### src/rtl/apb_stream_master.sv
// Byte-stream to APB initiator: one framed command in, one APB transfer,
// status (and read data) bytes back out on the response stream.
module apb_stream_master #(
  parameter int unsigned TIMEOUT = 255
) (
  input  logic        PCLK,
  input  logic        PRESETn,
  input  logic        cmd_tvalid,
  output logic        cmd_tready,
  input  logic [7:0]  cmd_tdata,
  output logic        rsp_tvalid,
  input  logic        rsp_tready,
  output logic [7:0]  rsp_tdata,
  output logic [31:0] PADDR,
  output logic        PSEL,
  output logic        PENABLE,
  output logic        PWRITE,
  output logic [31:0] PWDATA,
  output logic [3:0]  PSTRB,
  output logic [2:0]  PPROT,
  input  logic [31:0] PRDATA,
  input  logic        PREADY,
  input  logic        PSLVERR
);

  localparam logic [7:0]  OP_WR     = 8'h01;
  localparam logic [7:0]  OP_RD     = 8'h02;
  localparam logic [7:0]  ST_OK     = 8'h00;
  localparam logic [7:0]  ST_SLVERR = 8'h01;
  localparam logic [7:0]  ST_TMO    = 8'h02;
  localparam logic [7:0]  ST_BADOP  = 8'hEE;
  localparam logic [15:0] WAIT_LAST = 16'(TIMEOUT - 1);

  typedef enum logic [2:0] {
    S_IDLE,
    S_ADDR,
    S_WDATA,
    S_SETUP,
    S_ACCESS,
    S_RESP
  } state_e;

  state_e      state_q, state_d;
  logic [1:0]  byte_cnt_q, byte_cnt_d;
  logic [15:0] wait_cnt_q, wait_cnt_d;
  logic        pwrite_q, pwrite_d;
  logic [31:0] paddr_q, paddr_d;
  logic [31:0] pwdata_q, pwdata_d;
  logic [39:0] rsp_buf_q, rsp_buf_d;
  logic [2:0]  rsp_left_q, rsp_left_d;

  logic cmd_fire;
  logic rsp_fire;
  logic [2:0] rsp_len;

  assign cmd_tready = (state_q == S_IDLE)
                   || (state_q == S_ADDR)
                   || (state_q == S_WDATA);
  assign rsp_tvalid = (state_q == S_RESP);
  assign rsp_tdata  = rsp_buf_q[7:0];

  assign PSEL    = (state_q == S_SETUP) || (state_q == S_ACCESS);
  assign PENABLE = (state_q == S_ACCESS);
  assign PWRITE  = pwrite_q;
  assign PADDR   = paddr_q;
  assign PWDATA  = pwdata_q;
  assign PSTRB   = pwrite_q ? 4'hF : 4'h0;
  assign PPROT   = 3'b000;

  assign cmd_fire = cmd_tvalid && cmd_tready;
  assign rsp_fire = rsp_tvalid && rsp_tready;
  assign rsp_len  = pwrite_q ? 3'd1 : 3'd5;

  always_comb begin
    state_d    = state_q;
    byte_cnt_d = byte_cnt_q;
    wait_cnt_d = wait_cnt_q;
    pwrite_d   = pwrite_q;
    paddr_d    = paddr_q;
    pwdata_d   = pwdata_q;
    rsp_buf_d  = rsp_buf_q;
    rsp_left_d = rsp_left_q;
    unique case (state_q)
      S_IDLE: begin
        if (cmd_fire) begin
          byte_cnt_d = 2'd0;
          if (cmd_tdata == OP_WR) begin
            pwrite_d = 1'b1;
            state_d  = S_ADDR;
          end else if (cmd_tdata == OP_RD) begin
            pwrite_d = 1'b0;
            state_d  = S_ADDR;
          end else begin
            rsp_buf_d  = {32'h0, ST_BADOP};
            rsp_left_d = 3'd1;
            state_d    = S_RESP;
          end
        end
      end
      S_ADDR: begin
        if (cmd_fire) begin
          paddr_d    = {cmd_tdata, paddr_q[31:8]};
          byte_cnt_d = byte_cnt_q + 2'd1;
          if (byte_cnt_q == 2'd3) begin
            state_d = pwrite_q ? S_WDATA : S_SETUP;
          end
        end
      end
      S_WDATA: begin
        if (cmd_fire) begin
          pwdata_d   = {cmd_tdata, pwdata_q[31:8]};
          byte_cnt_d = byte_cnt_q + 2'd1;
          if (byte_cnt_q == 2'd3) begin
            state_d = S_SETUP;
          end
        end
      end
      S_SETUP: begin
        wait_cnt_d = 16'd0;
        state_d    = S_ACCESS;
      end
      S_ACCESS: begin
        if (PREADY) begin
          rsp_buf_d[7:0]  = PSLVERR ? ST_SLVERR : ST_OK;
          rsp_buf_d[39:8] = pwrite_q ? 32'h0 : PRDATA;
          rsp_left_d      = rsp_len;
          state_d         = S_RESP;
        end else if (wait_cnt_q == WAIT_LAST) begin
          // Timed-out reads still return four (zero) data bytes
          rsp_buf_d  = {32'h0, ST_TMO};
          rsp_left_d = rsp_len;
          state_d    = S_RESP;
        end else begin
          wait_cnt_d = wait_cnt_q + 16'd1;
        end
      end
      S_RESP: begin
        if (rsp_fire) begin
          rsp_buf_d  = {8'h0, rsp_buf_q[39:8]};
          rsp_left_d = rsp_left_q - 3'd1;
          if (rsp_left_q == 3'd1) begin
            state_d = S_IDLE;
          end
        end
      end
      default: state_d = S_IDLE;
    endcase
  end

  always_ff @(posedge PCLK) begin
    if (!PRESETn) begin
      state_q    <= S_IDLE;
      byte_cnt_q <= 2'd0;
      wait_cnt_q <= 16'd0;
      pwrite_q   <= 1'b0;
      paddr_q    <= 32'h0;
      pwdata_q   <= 32'h0;
      rsp_buf_q  <= 40'h0;
      rsp_left_q <= 3'd0;
    end else begin
      state_q    <= state_d;
      byte_cnt_q <= byte_cnt_d;
      wait_cnt_q <= wait_cnt_d;
      pwrite_q   <= pwrite_d;
      paddr_q    <= paddr_d;
      pwdata_q   <= pwdata_d;
      rsp_buf_q  <= rsp_buf_d;
      rsp_left_q <= rsp_left_d;
    end
  end

endmodule

### config.mk
export PLATFORM = sky130hd
export DESIGN_NAME = apb_stream_master
export DESIGN_NICKNAME = d
export VERILOG_FILES = /design/src/rtl/apb_stream_master.sv
export SDC_FILE = /design/constraint.sdc
export NUM_CORES = 1
export LEC_CHECK = 0
export CORE_MARGIN = 2
export CORE_UTILIZATION = 25
export CTS_CLUSTER_DIAMETER = 120
export CTS_CLUSTER_SIZE = 30
export DETAILED_ROUTE_END_ITERATION = 10
export GPL_TIMING_DRIVEN = 0
export SLEW_MARGIN = 20
export SYNTH_ARGS = -nofsm -noshare
export SYNTH_HDL_FRONTEND = slang
export SYNTH_SLANG_ARGS = --single-unit
export TNS_END_PERCENT = 1
### constraint.sdc
create_clock -name PCLK -period 2 [get_ports PCLK]
set_clock_uncertainty 0.1 [all_clocks]
set_input_delay 0.4 -clock PCLK [delete_from_list [all_inputs] [get_ports PCLK]]
set_output_delay 0.4 -clock PCLK [all_outputs]
set_load 0.01 [all_outputs]
==> summary.md, run 1 <==
| Metric | Value |
|---|---|
| Placed cell count | `1042` |
| Crit Reg-Reg Endpoint | `rsp_buf_q[31]$_SDFFE_PN0P_` |
| R2R Setup Slk | `-0.06 ns` |
| Starting Density | `0.254` |
| Worst Hold Margin | `between 0.2 and 0.3 ns` |
| Pin count of the biggest net entering global routing | `17` |
| Drt drc | `0` |
| DRT iter0 DRCs | `254` |
| End-of-flow core utilization | `0.376` |
| Relative slew slack | `0.613` |
| CP max FO | `7` |
| Placement Cell Area | `roughly 0.0071 mm²` |
| Final setup violation count | `28` |
| First-pass iteration count of the detailed router | `5` |
| Power Dens Cells | `a little over 1000 mW/mm²` |
| Asr flop ratio synth | `0` |
| Commonest non-fill, non-tap cell in the layout | `nand2_1` |
| Post-synth top flop | `dfxtp_1` |
| Worst skew pair latency | `between 0.4 and 0.5 ns` |
| Average cell area after synthesis | `8.70 µm²` |
| Reg-to-reg startpoint | `wait_cnt_q[0]$_SDFFE_PN0P_` |
| Cell row count | `54` |
| # IOs | `130` |
| Layout cells sized above 1 | `0.184` |
| Final Cell Area | `between 0.008 and 0.009 mm²` |
| Sequential element share of the synthesized area | `0.468` |
| Vias post-DR | `5044` |
| EDFF count, synth | `0` |
| Total negative slack | `-0.870 ns` |
| Fin crit share | `1.03` |
| CTS Sinks | `roughly 130` |
| Dpl ws | `-0.872 ns` |
| Fin. Hold Viols | `0` |
| Failing checks | `setup timing` |
| Total wire length | `around 16000 µm` |
| CTS tree | `yes` |
| F_max | `between 0.4 and 0.5 GHz` |
| Overflow after GRT | `0` |
| Critical path arrival | `between 2 and 2.5 ns` |
| RSZ-0062 raised after global routing | `true` |
| First-pass GRT wire length | `~26000 µm` |
| Area grow syn2layout | `48.2%` |
| Warnings from Yosys | `0` |
| Status | `complete, but fails checks` |
| Total core area | `approximately 0.022 mm²` |
| Worst Setup Start Kind | `flip-flop` |
| Hpwl dp | `11800 µm` |
| Num CTS Buffers | `17` |
| Die Y | `around 150 µm` |
| Total power | `8.42 mW` |
| CTS root buffer | `clkbuf_16` |
| Port Buffer Count | `around 130` |
| Total GRT Usage | `0.140` |
| P_leak | `between 2 and 3 nW` |
| Net total in the final layout | `approximately 840` |
| Diode count | `0` |
| Gpl congestion | `roughly 0.8` |
| Slew Viols, Final | `0` |
| Worst-path clk slew | `roughly 0.060 ns` |
| Area contributors post-synth | `dfxtp_1, nand2_1, a21oi_1` |
| CTS max path bufs | `2` |
| Filler-free cell count of the finished design | `about 1100` |
| Synth unique cells | `62` |
| Drt via density | `roughly 4.6` |
| Mapped cell area | `roughly 0.0055 mm²` |
| Hold Crit Class | `input pin to flip-flop` |
| Worst slew pin tran | `0.578 ns` |
| CP required | `2.26 ns` |
| Min cycle time layout | `2.06 ns` |
| Yosys reg bits | `129` |
| Max_cap viols | `0` |
| Setup slack after layout | `-0.0566 ns` |
| Worst Hold Endpoint | `PWDATA[27]$_SDFFE_PN0P_` |
| Syn Inst Count | `about 630` |
| Initial antenna violation count | `0` |
| H-tree levels | `4` |
| Leading area contributor after synthesis | `dfxtp_1` |
| Die Wd | `153 µm` |
| DRT antenna net count | `0` |
| VDD IR max | `between 500 and 600 µV` |
| Hold Startpoint | `cmd_tdata[3]` |
| Die area | `0.0233 mm²` |
| Critical path class | `flip-flop to flip-flop` |
| WL/cell | `approximately 15 µm` |
| Synth top area share | `0.468` |
| Critical Path Sink Type | `flip-flop` |
| R2R depth | `8` |
| Vias in the first global route | `5046` |
| Hold path cells | `3` |
| Commonest cells after routing, fill and taps aside | `nand2_1, dfxtp_1, clkdlybuf4s50_1, a21oi_1, buf_4` |
[worst max-delay path by stage]
| stage | startpoint | to | slack, ns | depth (start not counted) |
|---|---|---|---|---|
| final | wait_cnt_q[0]$_SDFFE_PN0P_ | rsp_buf_q[31]$_SDFFE_PN0P_ | -0.06 | 8 |
| after global routing | wait_cnt_q[0]$_SDFFE_PN0P_ | rsp_buf_q[25]$_SDFFE_PN0P_ | -0.15 | 8 |
| after CTS | state_q[0]$_SDFFE_PN0P_ | PSEL | -0.17 | 4 |
| after detailed placement | cmd_tdata[7] | rsp_buf_q[14]$_SDFFE_PN0P_ | -0.87 | 7 |
| after global placement | cmd_tdata[7] | rsp_buf_q[13]$_SDFFE_PN0P_ | -0.85 | 7 |
| after floorplan | cmd_tdata[7] | rsp_buf_q[20]$_SDFFE_PN0P_ | 0.12 | 6 |
[critical path, stage by stage, from the launching register on]
cell and delay, ns:
dfxtp_4 0.35, inv_2 0.06, ha_4 0.11, nor4b_4 0.25
nand4_4 0.24, a211oi_4 0.40, nand2_4 0.17, clkbuf_16 0.21
o2bb2ai_2 0.11
[cell families (layout without fill, tap and decap cells)]
family                     count (synthesis)  in the layout  share of synthesized area
xor gates and xnor gates                   1              1                    0.00159
AOI/OAI and AO/OA                        191            191                      0.254
buffers and inverters                     68            237                     0.0635
DFF                                      129            129                      0.468
other                                      1              3                   0.000680
and+or+nand+nor                          237            237                      0.197
adders and majority gates                  5              5                     0.0113
muxes                                      2              2                    0.00363
[state kept, by name (all words and copies together), names as in the netlist]
name,cells
PWRITE,1
rsp_left_q,3
PADDR,32
rsp_buf_q,40
wait_cnt_q,16
state_q,3
PWDATA,32
byte_cnt_q,2
[area by class of cell]
| class | instances | area (µm²) |
|---|---|---|
| fillers | 2246 | 13600 |
| inverters | 13 | 61.3 |
| multi-input cells | 439 | 2790 |
| flip-flops and latches | 129 | 2600 |
| well taps | 280 | 350 |
| repair buffers | 137 | 1380 |
| clock buffers | 20 | 467 |
| plain buffers | 55 | 373 |
| clock inverters | 12 | 156 |
[timing repair]
| item | in CTS | in global routing |
|---|---|---|
| cloned | 0 | 2 |
| hold buffers | 0 | 0 |
| resized for setup | 38 | 64 |
| endpoints found under the hold margin | 0 | 0 |
| setup buffers | 0 | 9 |
| endpoints found under the setup margin | 97 | 118 |
| pin swaps | 4 | 26 |
[Yosys cell counts (9+ instances only)]
cell type    n
a21oi_1     83
o21ai_0     11
o2bb2ai_2   20
clkbuf_1    24
dfxtp_1    129
a22o_1       9
nor2_1      19
nand2_1    163
inv_1       12
nand3_1     11
a22oi_1     24
buf_4       17
nor3_1      11
[layer usage]
layer | up-vias | wire length, µm | GRT usage
li1 | 2540 | - | -
met1 | 2387 | 7170 | 0.164
met2 | 92 | 8360 | 0.242
met3 | 25 | 584 | 0.0327
met4 | 0 | 355 | 0.0657
met5 | - | 0 | 0
[power breakdown]
part | internal [mW] | switching, mW | leakage [nW]
Combinational | 1.00 | 1.30 | 1.46
Sequential | 2.74 | 0.133 | 1.05
Clock | 2.06 | 1.18 | 0.306
No activity file was read; power rests on OpenSTA's default activity.
==> inputs of run 2 (changes only) <==
--- a/config.mk
+++ b/config.mk
@@ -6,12 +6,12 @@
 export NUM_CORES = 1
 export LEC_CHECK = 0
 export CORE_MARGIN = 2
-export CORE_UTILIZATION = 25
+export CORE_UTILIZATION = 33
 export CTS_CLUSTER_DIAMETER = 120
 export CTS_CLUSTER_SIZE = 30
 export DETAILED_ROUTE_END_ITERATION = 10
 export GPL_TIMING_DRIVEN = 0
-export SLEW_MARGIN = 20
+export SLEW_MARGIN = 15
 export SYNTH_ARGS = -nofsm -noshare
 export SYNTH_HDL_FRONTEND = slang
 export SYNTH_SLANG_ARGS = --single-unit
==> run 2 against run 1 <==
Compared with the run above: the flow still finishes with violations (setup timing); final cell count shrank 6.1%; sequential power about the same; count of clock-buffer cells in the layout decreased by 3; non-clock buffer count shrank 6; largest power group unchanged.
==> summary.md, run 2 (synthesis results as in run 1) <==
| Metric | Value |
|---|---|
| Drt via density | `4.89 (+5.1%)` |
| Drt drc | `0 (unchanged)` |
| Worst Setup Start Kind | `flip-flop` |
| Critical path class | `flip-flop to output pin` |
| Starting Density | `0.335 (+0.0814)` |
| F_max | `0.487 GHz (about the same)` |
| Hold Crit Class | `flip-flop to flip-flop` |
| Total GRT Usage | `0.174 (+0.0337)` |
| Largest register FFs | `40 (unchanged)` |
| H-tree levels | `4 (unchanged)` |
| First-pass GRT wire length | `24800 µm (-5.2%)` |
| Failing checks | `setup timing` |
| Setup slack after layout | `-0.0552 ns (+0.00135 ns)` |
| Total core area | `0.0165 mm² (-24%)` |
| GRT met1 Usage | `0.223 (+0.0587)` |
| Slowest cell on crit path | `or3b_4` |
| Most flops, register | `rsp_buf_q` |
| Hold Startpoint | `PWDATA[0]$_SDFFE_PN0P_` |
| Cells along the critical path | `or3b_4 > buf_12 > inv_6 > buf_4` |
| Pin count of the biggest net entering global routing | `17 (unchanged)` |
| Commonest non-fill, non-tap cell in the layout | `nand2_1` |
| Met3 Resource Use GR | `0.0350 (+0.00230)` |
| GRT Max-Usage Layer | `met2` |
| Commonest cells after routing, fill and taps aside | `nand2_1, dfxtp_1, clkdlybuf4s50_1, a21oi_1, buf_4` |
| CP max FO | `9 (+2)` |
| Worst-path clk slew | `0.06 ns (about the same)` |
| Relative slew slack | `0.654 (+0.0413)` |
| Min cycle time layout | `2.06 ns (-0.00135 ns)` |
| Filler-free cell count of the finished design | `1019 (-6.1%)` |
| RSZ-0062 raised after global routing | `true` |
| Diode count | `0 (unchanged)` |
| CTS Sinks | `129 (unchanged)` |
| Worst slew pin tran | `0.519 ns (-0.0589 ns)` |
| P_leak | `2.67 nW (-5.2%)` |
| First-pass iteration count of the detailed router | `5 (unchanged)` |
| Total power | `8.11 mW (-3.7%)` |
| Max_cap viols | `0 (unchanged)` |
| Initial antenna violation count | `0 (unchanged)` |
| Critical Path Sink Type | `output pin` |
| Peak per-stage delay on the critical path | `0.41 ns (about the same)` |
| CTS max path bufs | `2 (unchanged)` |
| CTS tree | `yes` |
| Num CTS Buffers | `17 (unchanged)` |
| CP required | `1.50 ns (-0.76 ns)` |
| Critical path arrival | `1.56 ns (-0.75 ns)` |
| Worst setup path end | `PENABLE` |
| Reg-to-reg startpoint | `wait_cnt_q[0]$_SDFFE_PN0P_` |
| Die Y | `133 µm (-13%)` |
| Port Buffer Count | `126 (unchanged)` |
| Fill count | `1592 (-29%)` |
| Worst skew pair latency | `0.42 ns (about the same)` |
| Worst Hold Margin | `0.353 ns (+0.0965 ns)` |
| # IOs | `130 (unchanged)` |
| Worst setup path start | `state_q[0]$_SDFFE_PN0P_` |
| VDD IR max | `688 µV (+23%)` |
| Hpwl dp | `11300 µm (-3.4%)` |
| DRT antenna net count | `0 (unchanged)` |
| Cell row count | `47 (-13%)` |
| Die Wd | `133 µm (-13%)` |
| Power Dens Cells | `1040 mW/mm² (+0.54%)` |
| R2R depth | `8 (unchanged)` |
| Met2 usage | `0.286 (+0.0436)` |
| Gpl congestion | `0.824 (+2.8%)` |
| Crit Reg-Reg Endpoint | `rsp_buf_q[33]$_SDFFE_PN0P_` |
| Slew Viols, Final | `0 (unchanged)` |
| Total wire length | `15300 µm (-7.2%)` |
| CTS root buffer | `clkbuf_16` |
| Final setup violation count | `20 (-29%)` |
| Placed cell count | `982 (-5.8%)` |
| Fin. Hold Viols | `0 (unchanged)` |
| Overflow after GRT | `0 (unchanged)` |
| Status | `complete, but fails checks` |
| R2R Setup Slk | `-0.02 ns (+0.04 ns)` |
| Net total in the final layout | `837 (-0.71%)` |
| DRT iter0 DRCs | `275 (+8.3%)` |
| Fin crit share | `1.03 (about the same)` |
| Vias post-DR | `4978 (-1.3%)` |
| Vias in the first global route | `4867 (-3.5%)` |
| Die area | `0.0178 mm² (-24%)` |
| Layout cells sized above 1 | `0.174 (-0.00988)` |
| Hold_buf cts | `0 (unchanged)` |
| Area grow syn2layout | `42.0%` |
| WL/cell | `15.0 µm (-1.2%)` |
[run 2: cell count changes in the layout (fill, tap and decap cells not counted), moves of 3 or more]
cell	change
o2bb2ai_4	-8
o2bb2ai_2	+7
inv_8	+5
buf_2	-4
clkbuf_8	-3
clkdlybuf4s50_1	+3
clkinv_2	-3
inv_6	+3
[run 2: layout make-up]
cell class                      count  area (µm²)  area share
Inverter                           13        53.8     0.00687
Clock buffer                       17         425      0.0543
Timing Repair Buffer              131        1290       0.165
Tap cell                          220         275      0.0352
Buffer                             55         358      0.0457
Clock inverter                     15         170      0.0217
Multi-Input combinational cell    439        2660       0.340
Sequential cell                   129        2590       0.331
[run 2: critical path, delay by kind of cell (launching register included)]
family        cells  cell delay, ns
simple gates      1            0.41
buf+inv           3            0.37
flops             1            0.35
[run 2: repair_timing]
item / 4_1_cts / 5_1_grt
pin swaps: 7 / 2
gates resized for setup: 39 / 32
setup buffers: 0 / 5
setup endpoints to repair: 96 / 128
endpoints found under the hold margin: 0 / 0
[run 2: how the worst min path moves through the flow]
stage          cells past startpoint  slack, ns                         end
2_1_floorplan                      1       0.33  rsp_buf_q[10]$_SDFFE_PN0P_
6_report                           2       0.35      PWDATA[0]$_SDFFE_PN0P_
3_5_place_dp                       2       0.35       PADDR[2]$_SDFFE_PN0P_
3_3_place_gp                       2       0.34      PWDATA[7]$_SDFFE_PN0P_
5_1_grt                            3       0.37     PWDATA[28]$_SDFFE_PN0P_
4_1_cts                            3       0.31     PWDATA[28]$_SDFFE_PN0P_
[run 2: layer usage]
| metal | vias to the layer above | share of wire |
|---|---|---|
| met5 | - | 0 |
| met4 | 0 | 0.018 |
| met3 | 21 | 0.035 |
| met2 | 96 | 0.48 |
| met1 | 2336 | 0.46 |
| li1 | 2525 | - |
[run 2: stage by stage]
stage / setup TNS (ns) / util / area (µm²) / setup slack [ns]
finish: -0.295 / 0.476 / 7830 / -0.0552
global route: -3.65 / 0.476 / 7830 / -0.115
CTS: -3.52 / 0.467 / 7700 / -0.202
detailed placement: -62.60 / 0.429 / 7060 / -0.802
global placement: -60.09 / 0.429 / 7060 / -0.791
floorplan: 0 / - / 5520 / 0.119
[run 2: power by group]
part	internal, mW	leakage, nW	switching [mW]	total [mW]
clock network	1.78	0.287	1.32	3.10
registers	2.74	1.05	0.133	2.87
logic	0.926	1.33	1.21	2.14
total	5.44	2.67	2.67	8.11
==> inputs of run 3 (changes only) <==
--- a/config.mk
+++ b/config.mk
@@ -5,6 +5,7 @@
 export SDC_FILE = /design/constraint.sdc
 export NUM_CORES = 1
 export LEC_CHECK = 0
+export CORE_ASPECT_RATIO = 1.2
 export CORE_MARGIN = 2
 export CORE_UTILIZATION = 33
 export CTS_CLUSTER_DIAMETER = 120
==> run 3 against run 2 <==
Compared with the run above: wire length up 7.1%; non-clock buffer count grew 9; final cell count about the same; setup slack better by 0.0042 ns; sequential power barely moved; die area about the same; via count grew 5.4%; register-to-register slack worse by 0.03 ns; the flow still finishes with violations (setup timing); design area increased by 4.8%; largest cell class unchanged.
==> summary.md, run 3 (synthesis results as in run 1) <==
| Metric | Value |
|---|---|
| Drt via density | `5.14 (+5.3%)` |
| H-tree levels | `4 (unchanged)` |
| Worst setup path start | `state_q[0]$_SDFFE_PN0P_` |
| Relative slew slack | `0.576 (-0.0777)` |
| Port Buffer Count | `126 (unchanged)` |
| Slowest cell on crit path | `dfxtp_2` |
| Die Wd | `122 µm (-8.5%)` |
| NetSw | `2.62 mW (-1.9%)` |
| Final setup violation count | `37 (+85%)` |
| WP buf/inv | `3 (unchanged)` |
| Max_cap viols | `0 (unchanged)` |
| Total core area | `0.0163 mm² (-1.2%)` |
| VDD IR max | `618 µV (-10%)` |
| Reg-to-reg startpoint | `state_q[1]$_SDFFE_PN0P_` |
| # IOs | `130 (unchanged)` |
| F_max | `0.488 GHz (+0.21%)` |
| Clock power share | `0.392 (+0.010)` |
| CP max FO | `10 (+1)` |
| First-pass GRT wire length | `25100 µm (+1.1%)` |
| CP required | `1.50 ns (about the same)` |
| Num CTS Buffers | `17 (unchanged)` |
| Starting Density | `0.339 (+0.00399)` |
| Vias post-DR | `5246 (+5.4%)` |
| Area grow syn2layout | `48.8%` |
| Commonest non-fill, non-tap cell in the layout | `nand2_1` |
| Critical path arrival | `1.55 ns (about the same)` |
| Cell row count | `51 (+8.5%)` |
| Worst-path clk slew | `0.06 ns (about the same)` |
| DRT iter0 DRCs | `322 (+17%)` |
| WP depth | `4 (unchanged)` |
| Failing checks | `setup timing` |
| Fin crit share | `1.03 (-0.00212)` |
| Total wire length | `16400 µm (+7.1%)` |
| Pint | `6.00 mW (+10%)` |
| Peak per-stage delay on the critical path | `0.36 ns (-0.05 ns)` |
| Crit Reg-Reg Endpoint | `rsp_buf_q[28]$_SDFFE_PN0P_` |
| P_leak | `2.81 nW (+5.5%)` |
| Worst setup path end | `rsp_tvalid` |
| Commonest cells after routing, fill and taps aside | `nand2_1, dfxtp_1, clkdlybuf4s50_1, a21oi_1, buf_4` |
| Setup slack after layout | `-0.0510 ns (+0.00424 ns)` |
| Hold Crit Class | `flip-flop to flip-flop` |
| Flop pwr share | `0.335 (-0.019)` |
| First-pass iteration count of the detailed router | `5 (unchanged)` |
| CTS max path bufs | `2 (unchanged)` |
| WL/cell | `16.1 µm (+7.0%)` |
| Power Dens Cells | `1050 mW/mm² (+1.4%)` |
| Gpl congestion | `0.841 (+2.0%)` |
| Die area | `0.0178 mm² (about the same)` |
| Logic gate share of total power | `0.273 (+0.009)` |
| CTS tree | `yes` |
| Net total in the final layout | `846 (+1.1%)` |
| DRT antenna net count | `0 (unchanged)` |
| Overflow after GRT | `0 (unchanged)` |
| Worst Setup Start Kind | `flip-flop` |
| Most flops, register | `rsp_buf_q` |
| CTS root buffer | `clkbuf_16` |
| Critical path class | `flip-flop to output pin` |
| CTS Sinks | `129 (unchanged)` |
| Cells along the critical path | `buf_4 > nand3b_1 > inv_2 > clkdlybuf4s15_2` |
| R2R Setup Slk | `-0.05 ns (-0.03 ns)` |
| RSZ-0062 raised after global routing | `true` |
| Switching part of the total | `0.304 (-0.0253)` |
| Worst slew pin tran | `0.632 ns (+0.113 ns)` |
| Status | `complete, but fails checks` |
| Critical Path Sink Type | `output pin` |
| Total GRT Usage | `0.179 (+0.00491)` |
| Min cycle time layout | `2.05 ns (-0.00424 ns)` |
| Initial antenna violation count | `0 (unchanged)` |
| Worst skew pair latency | `0.42 ns (about the same)` |
| Fin. Hold Viols | `0 (unchanged)` |
| R2R depth | `7 (-1)` |
| Drt drc | `0 (unchanged)` |
| Vias in the first global route | `5051 (+3.8%)` |
| Pin count of the biggest net entering global routing | `17 (unchanged)` |
| CP top delay family | `buffers and inverters` |
| Die Y | `146 µm (+9.3%)` |
| Layout cells sized above 1 | `0.192 (+0.0179)` |
| Total negative slack | `-1.00 ns (-0.708 ns)` |
| Largest register FFs | `40 (unchanged)` |
| Hpwl dp | `11700 µm (+3.1%)` |
| Total power | `8.62 mW (+6.3%)` |
| Diode count | `0 (unchanged)` |
| Slew Viols, Final | `0 (unchanged)` |
| Dpl ws | `-0.747 ns (+0.0554 ns)` |
==> run 3: cell types whose count changed in the layout (fill, tap and decap cells not counted), moves of 4 or more <==
cell / change
o2bb2ai_4: +9
o2bb2ai_2: -7
clkbuf_8: +4
inv_8: -5
==> run 3: metal layers <==
| metal | routed length [µm] | vias to the layer above | global-route usage |
|---|---|---|---|
| met1 | 6770 | 2489 | 0.212 |
| met2 | 8210 | 182 | 0.299 |
| met3 | 956 | 33 | 0.0427 |
| met5 | 0 | - | 0 |
| met4 | 445 | 0 | 0.0862 |
| li1 | - | 2542 | - |
==> run 3: worst min-delay path, cell delays in order, from the launching register on <==
cell and delay, ns:
dfxtp_1 0.30, nand2_1 0.05, a21oi_1 0.05
==> run 3: cell type report <==
class	count	area [µm²]
Buffer	55	377
Clock buffer	21	480
Clock inverter	11	176
Fill cell	1551	8070
Inverter	13	63.8
Multi-Input combinational cell	439	2830
Sequential cell	129	2600
Tap cell	212	265
Timing Repair Buffer	140	1420
==> run 3: through the flow <==
step / instances / utilization / cell area, µm² / hold WS (ns)
after floorplan: 636 / - / 5520 / 0.333
after global placement: 974 / 0.433 / 7050 / 0.342
after detailed placement: 974 / 0.433 / 7050 / 0.346
after CTS: 1006 / 0.477 / 7750 / 0.354
after global routing: 1020 / 0.504 / 8210 / 0.372
final: 1020 / 0.504 / 8210 / 0.351
==> run 3: worst min path at each step <==
stage,start,end,depth (start not counted)
floorplan,rsp_buf_q[10]$_SDFFE_PN0P_,rsp_buf_q[10]$_SDFFE_PN0P_,1
global placement,PWDATA[7]$_SDFFE_PN0P_,PWDATA[7]$_SDFFE_PN0P_,2
detailed placement,PWDATA[7]$_SDFFE_PN0P_,PWDATA[7]$_SDFFE_PN0P_,2
CTS,PWDATA[7]$_SDFFE_PN0P_,PWDATA[7]$_SDFFE_PN0P_,2
global route,PWDATA[7]$_SDFFE_PN0P_,PWDATA[7]$_SDFFE_PN0P_,2
finish,PWDATA[7]$_SDFFE_PN0P_,PWDATA[7]$_SDFFE_PN0P_,2
==> run 3: power groups by stage <==
| stage | combinational (mW) | clock (mW) | sequential (mW) |
|---|---|---|---|
| floorplan | 1.23 | 0 | 2.90 |
| global placement | 1.91 | 0 | 2.91 |
| detailed placement | 1.94 | 0 | 2.92 |
| CTS | 1.99 | 3.44 | 2.87 |
| global route | 2.54 | 3.56 | 2.91 |
| finish | 2.35 | 3.38 | 2.89 |
==> run 3: what timing repair did <==
item	CTS	global route
pin swaps	5	19
hold buffers	0	0
buffers inserted	0	11
gates cloned	0	3
resized for setup	35	69
setup endpoints to repair	118	123
